File: config.mk
export PLATFORM = sky130hd
export DESIGN_NAME = rst_seq
export DESIGN_NICKNAME = d
export VERILOG_FILES = /design/src/rtl/rst_seq_pkg.sv /design/src/rtl/rst_sync_hi.sv /design/src/rtl/rst_seq.sv
export SDC_FILE = /design/constraint.sdc
export NUM_CORES = 1
export LEC_CHECK = 0
export ABC_CLOCK_PERIOD_IN_PS = 1900
export BUFFER_PORTS_ARGS = -buffer_cell sky130_fd_sc_hd__buf_2
export CAP_MARGIN = 30
export CORE_AREA = 2 2 43 45
export DETAILED_ROUTE_END_ITERATION = 12
export DIE_AREA = 0 0 45 47
export PLACE_DENSITY = 0.71
export SLEW_MARGIN = 0
export SYNTH_ARGS = -nofsm -noshare
export SYNTH_HDL_FRONTEND = slang
export SYNTH_SLANG_ARGS = --single-unit
File: constraint.sdc
create_clock -name clk_i -period 1.9 [get_ports clk_i]
set_input_delay 0.285 -clock clk_i [delete_from_list [all_inputs] [get_ports clk_i]]
set_output_delay 0.285 -clock clk_i [all_outputs]
set_load 0.1 [all_outputs]
File: src/rtl/rst_seq_pkg.sv
// Shared types and sizing helpers for the reset sequencer.
package rst_seq_pkg;

  // Sequencer phases: hold all resets, release one by one, then idle released.
  typedef enum logic [1:0] {
    HOLD    = 2'd0,
    RELEASE = 2'd1,
    DONE    = 2'd2
  } rst_seq_state_t;

  // Counter width large enough to hold the longer of the two intervals.
  function automatic int cnt_width(input int hold_cycles, input int step_cycles);
    int longest;
    longest = (hold_cycles > step_cycles) ? hold_cycles : step_cycles;
    return $clog2(longest + 1);
  endfunction

  // Channel index width; a single channel still needs one bit.
  function automatic int idx_width(input int n_ch);
    return (n_ch <= 2) ? 1 : $clog2(n_ch);
  endfunction

endpackage

File: src/rtl/rst_sync_hi.sv
// Reset synchroniser: asynchronous assertion, release synchronised to clk_i.
// sync_o goes high SYNC_STAGES edges after rst_i is sampled low.
module rst_sync_hi #(
  parameter int SYNC_STAGES = 2
) (
  input  logic clk_i,
  input  logic rst_i,
  output logic sync_o
);

  logic [SYNC_STAGES-1:0] sync_r;

  // Shift a constant one through the chain; rst_i clears every stage at once.
  always_ff @(posedge clk_i or posedge rst_i) begin
    if (rst_i) begin
      sync_r <= {SYNC_STAGES{1'b0}};
    end else begin
      sync_r <= {sync_r[SYNC_STAGES-2:0], 1'b1};
    end
  end

  assign sync_o = sync_r[SYNC_STAGES-1];

endmodule

File: src/rtl/rst_seq.sv
// Reset sequencer: synchronises rst_i, holds all channel resets for
// HOLD_CYCLES, then releases the active-low channels in ascending order
// every STEP_CYCLES and flags completion. soft_rst_i replays the sequence.
module rst_seq
  import rst_seq_pkg::*;
#(
  parameter int SYNC_STAGES = 2,
  parameter int HOLD_CYCLES = 16,
  parameter int N_CH        = 4,
  parameter int STEP_CYCLES = 8
) (
  input  logic            clk_i,
  input  logic            rst_i,
  input  logic            soft_rst_i,
  output logic [N_CH-1:0] rst_n_o,
  output logic            done_o
);

  localparam int CNT_W = cnt_width(HOLD_CYCLES, STEP_CYCLES);
  localparam int IDX_W = idx_width(N_CH);

  localparam logic [CNT_W-1:0] HOLD_LAST = CNT_W'(HOLD_CYCLES - 1);
  localparam logic [CNT_W-1:0] STEP_LAST = CNT_W'(STEP_CYCLES - 1);
  localparam logic [IDX_W-1:0] IDX_LAST  = IDX_W'(N_CH - 1);
  localparam logic [N_CH-1:0]  CH0_MASK  = N_CH'(1'b1);

  rst_seq_state_t  state_r;
  logic [CNT_W-1:0] cnt_r;
  logic [IDX_W-1:0] idx_r;
  logic [IDX_W-1:0] idx_nx_s;
  logic [N_CH-1:0]  rst_n_r;
  logic             done_r;
  logic             sync_ok_s;

  rst_sync_hi #(
    .SYNC_STAGES(SYNC_STAGES)
  ) u_sync (
    .clk_i (clk_i),
    .rst_i (rst_i),
    .sync_o(sync_ok_s)
  );

  // Channel that the next step will release.
  assign idx_nx_s = idx_r + IDX_W'(1'b1);

  // Sequencer FSM with its counter and registered outputs. rst_i clears
  // asynchronously; soft_rst_i takes priority over normal sequencing and
  // keeps the hold count at zero for as long as it stays high.
  always_ff @(posedge clk_i or posedge rst_i) begin
    if (rst_i) begin
      state_r <= HOLD;
      cnt_r   <= {CNT_W{1'b0}};
      idx_r   <= {IDX_W{1'b0}};
      rst_n_r <= {N_CH{1'b0}};
      done_r  <= 1'b0;
    end else if (soft_rst_i) begin
      state_r <= HOLD;
      cnt_r   <= {CNT_W{1'b0}};
      idx_r   <= {IDX_W{1'b0}};
      rst_n_r <= {N_CH{1'b0}};
      done_r  <= 1'b0;
    end else begin
      case (state_r)
        HOLD: begin
          if (!sync_ok_s) begin
            cnt_r <= {CNT_W{1'b0}};
          end else if (cnt_r == HOLD_LAST) begin
            rst_n_r <= rst_n_r | CH0_MASK;
            cnt_r   <= {CNT_W{1'b0}};
            idx_r   <= {IDX_W{1'b0}};
            state_r <= (N_CH == 1) ? DONE : RELEASE;
          end else begin
            cnt_r <= cnt_r + CNT_W'(1'b1);
          end
        end
        RELEASE: begin
          if (cnt_r == STEP_LAST) begin
            rst_n_r <= rst_n_r | (CH0_MASK << idx_nx_s);
            idx_r   <= idx_nx_s;
            cnt_r   <= {CNT_W{1'b0}};
            if (idx_nx_s == IDX_LAST) begin
              state_r <= DONE;
            end else begin
              state_r <= RELEASE;
            end
          end else begin
            cnt_r <= cnt_r + CNT_W'(1'b1);
          end
        end
        DONE: begin
          done_r <= 1'b1;
        end
        default: begin
          // Unreachable encoding: restart the whole sequence safely.
          state_r <= HOLD;
          cnt_r   <= {CNT_W{1'b0}};
          idx_r   <= {IDX_W{1'b0}};
          rst_n_r <= {N_CH{1'b0}};
          done_r  <= 1'b0;
        end
      endcase
    end
  end

  assign rst_n_o = rst_n_r;
  assign done_o  = done_r;

endmodule

# == After elaboration in Yosys (flattened, before gate mapping) ==
# Cells that the tools add are included.
# totals
register_bits,16
in_bits,3
out_inout_bits,5
elab_cells,49
# classes
add_sub_neg,2
eq_ne,11
shifts,1
muxes,23
bitwise_logic,1
n_reduce_logical,4
# ops
op,count
$mux 5,4
$mux 2,9
$pmux 5 s3,1
$pmux 2 s3,2
$pmux 4 s3,1
$mux 4,2
$ne 3x3->1 const B,2
$add 5x1->5 const B,1
$eq 5x3->1 const B,1
$eq 5x4->1 const B,1
$eq 2x2->1 const B,2
$ne 2x2->1 const B,2
$or 4x4->4,1
$reduce_and 4->1,1
$shl 1x2->4 const A,1
$mux 1,3
$ne 3x2->1 const B,1
$reduce_and 3->1,1
$add 2x1->2 const B,1
$eq 2x1->1 const B,1
$logic_not 2->1,1
$ne 2x1->1 const B,1
$pmux 1 s2,1
$reduce_or 2->1,1

# == Longest topological paths before layout ==
# depth
ltp_word,6
ltp_mapped,8
mapped_depth_nobuf,8

# == By module ==
# From an unflattened synthesis, not the netlist that was laid out.
# unflattened
cells_unflattened,90
hier_area_um2,863.3
# modules_own_cells
mod,instances,cells_each,area_each_um2,seq_area_each_um2
rst_seq,1,86,805.8,350.3
rst_sync_hi,1,4,57.6,50.0

# == Worst setup path after synthesis ==
# OpenSTA, ideal clock, no wires.
# synth_path
path_type,register -> register
startpoint,reg cnt_r[0]
endpoint,reg cnt_r[3]
setup_ps,76
arrival_ps,1426
required_ps,1824
setup_slack_ps,398
stages_incl_launch_ff,9
path_buffers,0
synth_period_minus_slack_ps,1502
path_cell_list,dfrtp_1 -> ha_1 -> nand3_1 -> inv_1 -> ha_1 -> nor2b_1 -> o21ai_0 -> or2_1 -> o21ai_1
# synth_between
elab_chain_len,5
elab_cells_between_ends,8
classes_between,add/sub: 1; eq/ne: 2; mux: 5
# synth_lines
element,line_no,rtl
start: declaration,rst_seq.sv:28,logic [CNT_W-1:0] cnt_r;
start signal: assignment,rst_seq.sv:52,cnt_r <= {CNT_W{1'b0}};
start signal: assignment,rst_seq.sv:58,cnt_r <= {CNT_W{1'b0}};
start signal: assignment,rst_seq.sv:66,cnt_r <= {CNT_W{1'b0}};
$add 5x1->5 / $eq 5x4->1 (equally long branches),"rst_seq.sv:73, rst_seq.sv:87, rst_seq.sv:67",
$mux 5,rst_seq.sv:67,end else if (cnt_r == HOLD_LAST) begin
$mux 5,rst_seq.sv:65,if (!sync_ok_s) begin
$pmux 5 s3 (*),rst_seq.sv:63,case (state_r)
$mux 5 (*),rst_seq.sv:56,end else if (soft_rst_i) begin
# Mark *: on every way between the ends. The rest lies on a longest branch, timed or not.
# A chain may end at the register's enable or synchronous reset.

# == Worst setup path in the final report ==
# layout_path
startpoint,reg cnt_r[0]
endpoint,reg rst_n_r[0] (netlist: rst_n_o[0])
# layout_between
elab_chain_len,3
elab_cells_between_ends,5
classes_between,eq/ne: 4; reduce/logical: 1
# layout_lines
element,line_no,rtl
$eq 5x3->1 / $eq 5x4->1 (equally long branches),"rst_seq.sv:77, rst_seq.sv:67",
$ne 3x3->1 (no source line),n/a,
$reduce_and 4->1 (no source line) (*),n/a,
end signal: assignment,rst_seq.sv:68,rst_n_r <= rst_n_r | CH0_MASK;
end signal: assignment,rst_seq.sv:78,rst_n_r <= rst_n_r | (CH0_MASK << idx_nx_s);
end signal: assignment,rst_seq.sv:98,rst_n_r <= {N_CH{1'b0}};
end: declaration,rst_seq.sv:31,logic [N_CH-1:0] rst_n_r;
# Marked as above.

==> key figures <==
Run status
  • Outcome: complete, no violations

Hold path
  • HP Class: input port to async pin

Synthesis
  • Synth area leaders: dfrtp_1, ha_1, a21oi_1
  • Mapped Area: 873 sq um
  • Top FF cell, synth: dfrtp_1
  • #FFs+latches synth: 16
  • Syn Inst Count: 90
  • Post-synthesis sequential area ratio: 45.8%
  • Synth Area per Inst: 9.70 sq um
  • Async set-reset flop share out of synthesis: 100%
  • Yosys top cell by area: dfrtp_1
  • Post-synth net total: 100
  • Netlist cell types: 32
  • Post-synth top area share: 45.8%
  • Synth top cells by count: dfrtp_1, nor2_1, a21oi_1, ha_1, inv_1
  • EDFF count, synth: 0
  • Yosys warning count: 0
  • Count leader, synth: dfrtp_1

CTS
  • # hold bufs at CTS: 0
  • CTS clk-pin slew, worst paths: 0.09 ns
  • Post-CTS sizing: 0
  • TritonCTS Buffers: 3
  • Clock sinks: 16
  • CTS max path bufs: 2
  • Root Buffer: clkbuf_4
  • CTS tree: done
  • Post-CTS Setup Bufs: 0
  • Clock latency on the worst-skew pair: 0.28 ns
  • CTS H-tree lvls: 1

Critical path
  • RR Endpoint: rst_n_o[0]$_DFFE_PP0P_
  • CP arrival: 1.86 ns
  • FF-to-FF path depth: 8
  • Most frequent cell on the critical path: ha_1
  • Worst path slowest cell: dfrtp_1
  • Max incr delay on CP: 0.40 ns
  • Worst r2r src: cnt_r[0]$_DFFE_PP0N_
  • CP Capture Type: flop
  • Critical Path End: rst_n_o[0]$_DFFE_PP0P_
  • CP required: 2.10 ns
  • WS Path Type: flop to flop
  • R2R Setup Slk: 0.24 ns
  • Critical Path Fanout Max: 4
  • CP cell instances: ha_1, nand3_1, inv_1, ha_1, nand2_1, o21ai_0, nand2b_1, o22ai_1
  • CP startpoint: cnt_r[0]$_DFFE_PP0N_
  • CP startpoint kind: flop

Detailed routing
  • Vias/cell: 5.57
  • Post-Route WL: 1540 um
  • DR DRC count: 0
  • DR WL/cell: 13.4 um
  • Iteration-0 DRC Markers: 5
  • First drt pass iteration count: 4
  • Antenna viol nets, final: 0
  • DR vias: 640

Power and ir drop
  • PD cells: 685 mW/mm^2
  • Clock power share: 34.1%
  • Leakage power: 0.451 nW
  • Switch share: 25.0%
  • Int Power: 0.000485 W
  • Max VDD drop: 0.589 mV
  • NetSw: 0.000162 W
  • Register share of total power: 55.8%
  • Combinational share of power: 10.2%

Floorplanning
  • Chip width: 45 um
  • I/O pins: 8
  • Die Y: 47 um
  • Die area: 0.00212 sq mm
  • Initial Utilization: 52.9%
  • # rows: 15
  • Core Box Area: 0.00165 sq mm

Global route
  • Total GRT Usage: 17.7%
  • Largest net degree at the start of global routing: 17
  • Initial antenna violation count: 0
  • Grt total ovfl: 0
  • Vias in the first global route: 627
  • Global-route wire length before repair: 2730 um

Timing
  • Layout Skew: 0.00303 ns
  • Slew Viols, Final: 0
  • TNS Setup: 0 ns
  • Final setup vio count: 0
  • Final WS setup: 0.237 ns
  • RSZ-0062 raised after global routing: false
  • Rel. slew slack: 60.2%
  • Fin. Hold Viols: 0
  • Tcrit/Tclk final: 87.5%
  • Max Clock Freq: 0.601 GHz
  • Worst-Margin Slew: 0.597 ns
  • Period minus WS final: 1.66 ns

Placed design
  • Post-placement cell area: 908 sq um
  • Pre-CTS setup slack: 0.257 ns
  • Post-detail-place hpwl: 1150 um
  • Port bufs: 7
  • Placer Congestion: 0.774

Finish
  • Area Growth Syn to Fin: 8.17%
  • N_diodes: 0
  • Share of cells above drive strength 1: 18.4%
  • Final Cell Area: 945 sq um
  • Nets: 109

Job
  • Max Cap Viol: 0
==> layout by cell type, fill, tap and decap left out, types with 2 or more instances in the layout <==
cell	n
clkbuf_4	3
nor3b_1	2
nand2_1	5
inv_1	6
nor2b_1	2
ha_1	7
a21oi_1	9
o21ai_0	3
buf_2	7
nor2_1	12
dfrtp_1	16
nand3_1	4
nor3_1	2
==> layer usage <==
metal / track usage [%] / vias up / wire length [um]
li1: - / 319 / -
met1: 25.6 / 314 / 790
met2: 27.1 / 5 / 708
met3: 3.46 / 2 / 33
met4: 5.29 / 0 / 6
met5: 0 / - / 0
==> critical path: cells and delay by family, from the launching register on <==
family,cells,cell delay [ns]
AND/OR/NAND/NOR,3,0.29
buffers and inverters,1,0.07
flip-flops,1,0.40
adder cells (fa/ha/maj),2,0.39
AO/OA/AOI/OAI,2,0.43
==> flip-flops by register name, indices dropped and copies added (netlist names) <==
name / cells
rst_n_o: 4
u_sync.sync_r: 2
idx_r: 2
state_r: 2
done_o: 1
cnt_r: 5
==> cell families after synthesis <==
kind of cell    Yosys count  share of synthesized area [%]
other cells               1                          0.429
simple gates             34                           22.3
buf+inv                  10                           5.87
flops                    16                           45.8
fa+ha+maj                 7                           10.0
compound gates           22                           15.5
==> how the worst min path moves through the flow <==
stage                          startpoint                    endpoint  slack [ns]  depth (start not counted)
2_1_floorplan                       rst_i        cnt_r[0]$_DFFE_PP0N_        0.20                          1
3_3_place_gp   u_sync.sync_r[0]$_DFF_PP0_  u_sync.sync_r[1]$_DFF_PP0_        0.34                          0
3_5_place_dp   u_sync.sync_r[0]$_DFF_PP0_  u_sync.sync_r[1]$_DFF_PP0_        0.34                          0
4_1_cts                             rst_i      rst_n_o[3]$_DFFE_PP0P_        0.07                          2
5_1_grt                             rst_i      state_r[0]$_DFFE_PP0P_        0.12                          2
6_report                            rst_i      rst_n_o[3]$_DFFE_PP0P_        0.06                          2
==> per-stage QoR <==
step / total power (W) / hold WS, ns / cells / utilization (%)
after CTS: 0.000658 / 0.0746 / 115 / 57.2
final: 0.000647 / 0.0564 / 115 / 57.2
after global placement: 0.000431 / 0.341 / 111 / 55.0
after floorplan: 0.000420 / 0.199 / 90 / -
after detailed placement: 0.000434 / 0.344 / 111 / 55.0
after global routing: 0.000680 / 0.117 / 115 / 57.2
==> power groups by stage <==
stage	logic [W]	clock network (W)	registers, W
finish	0.0000658	0.000220	0.000361
detailed placement	0.0000664	0	0.000368
CTS	0.0000666	0.000230	0.000361
global placement	0.0000644	0	0.000367
floorplan	0.0000390	0	0.000381
global route	0.0000744	0.000243	0.000362
==> cell type report <==
cell class | instances | area [sq um]
Clock buffer | 4 | 36.3
Fill cell | 151 | 707
Inverter | 6 | 22.5
Multi-Input combinational cell | 64 | 422
Sequential cell | 16 | 400
Tap cell | 17 | 21.3
Timing Repair Buffer | 8 | 42.5
(Power assumes the default switching activity.)
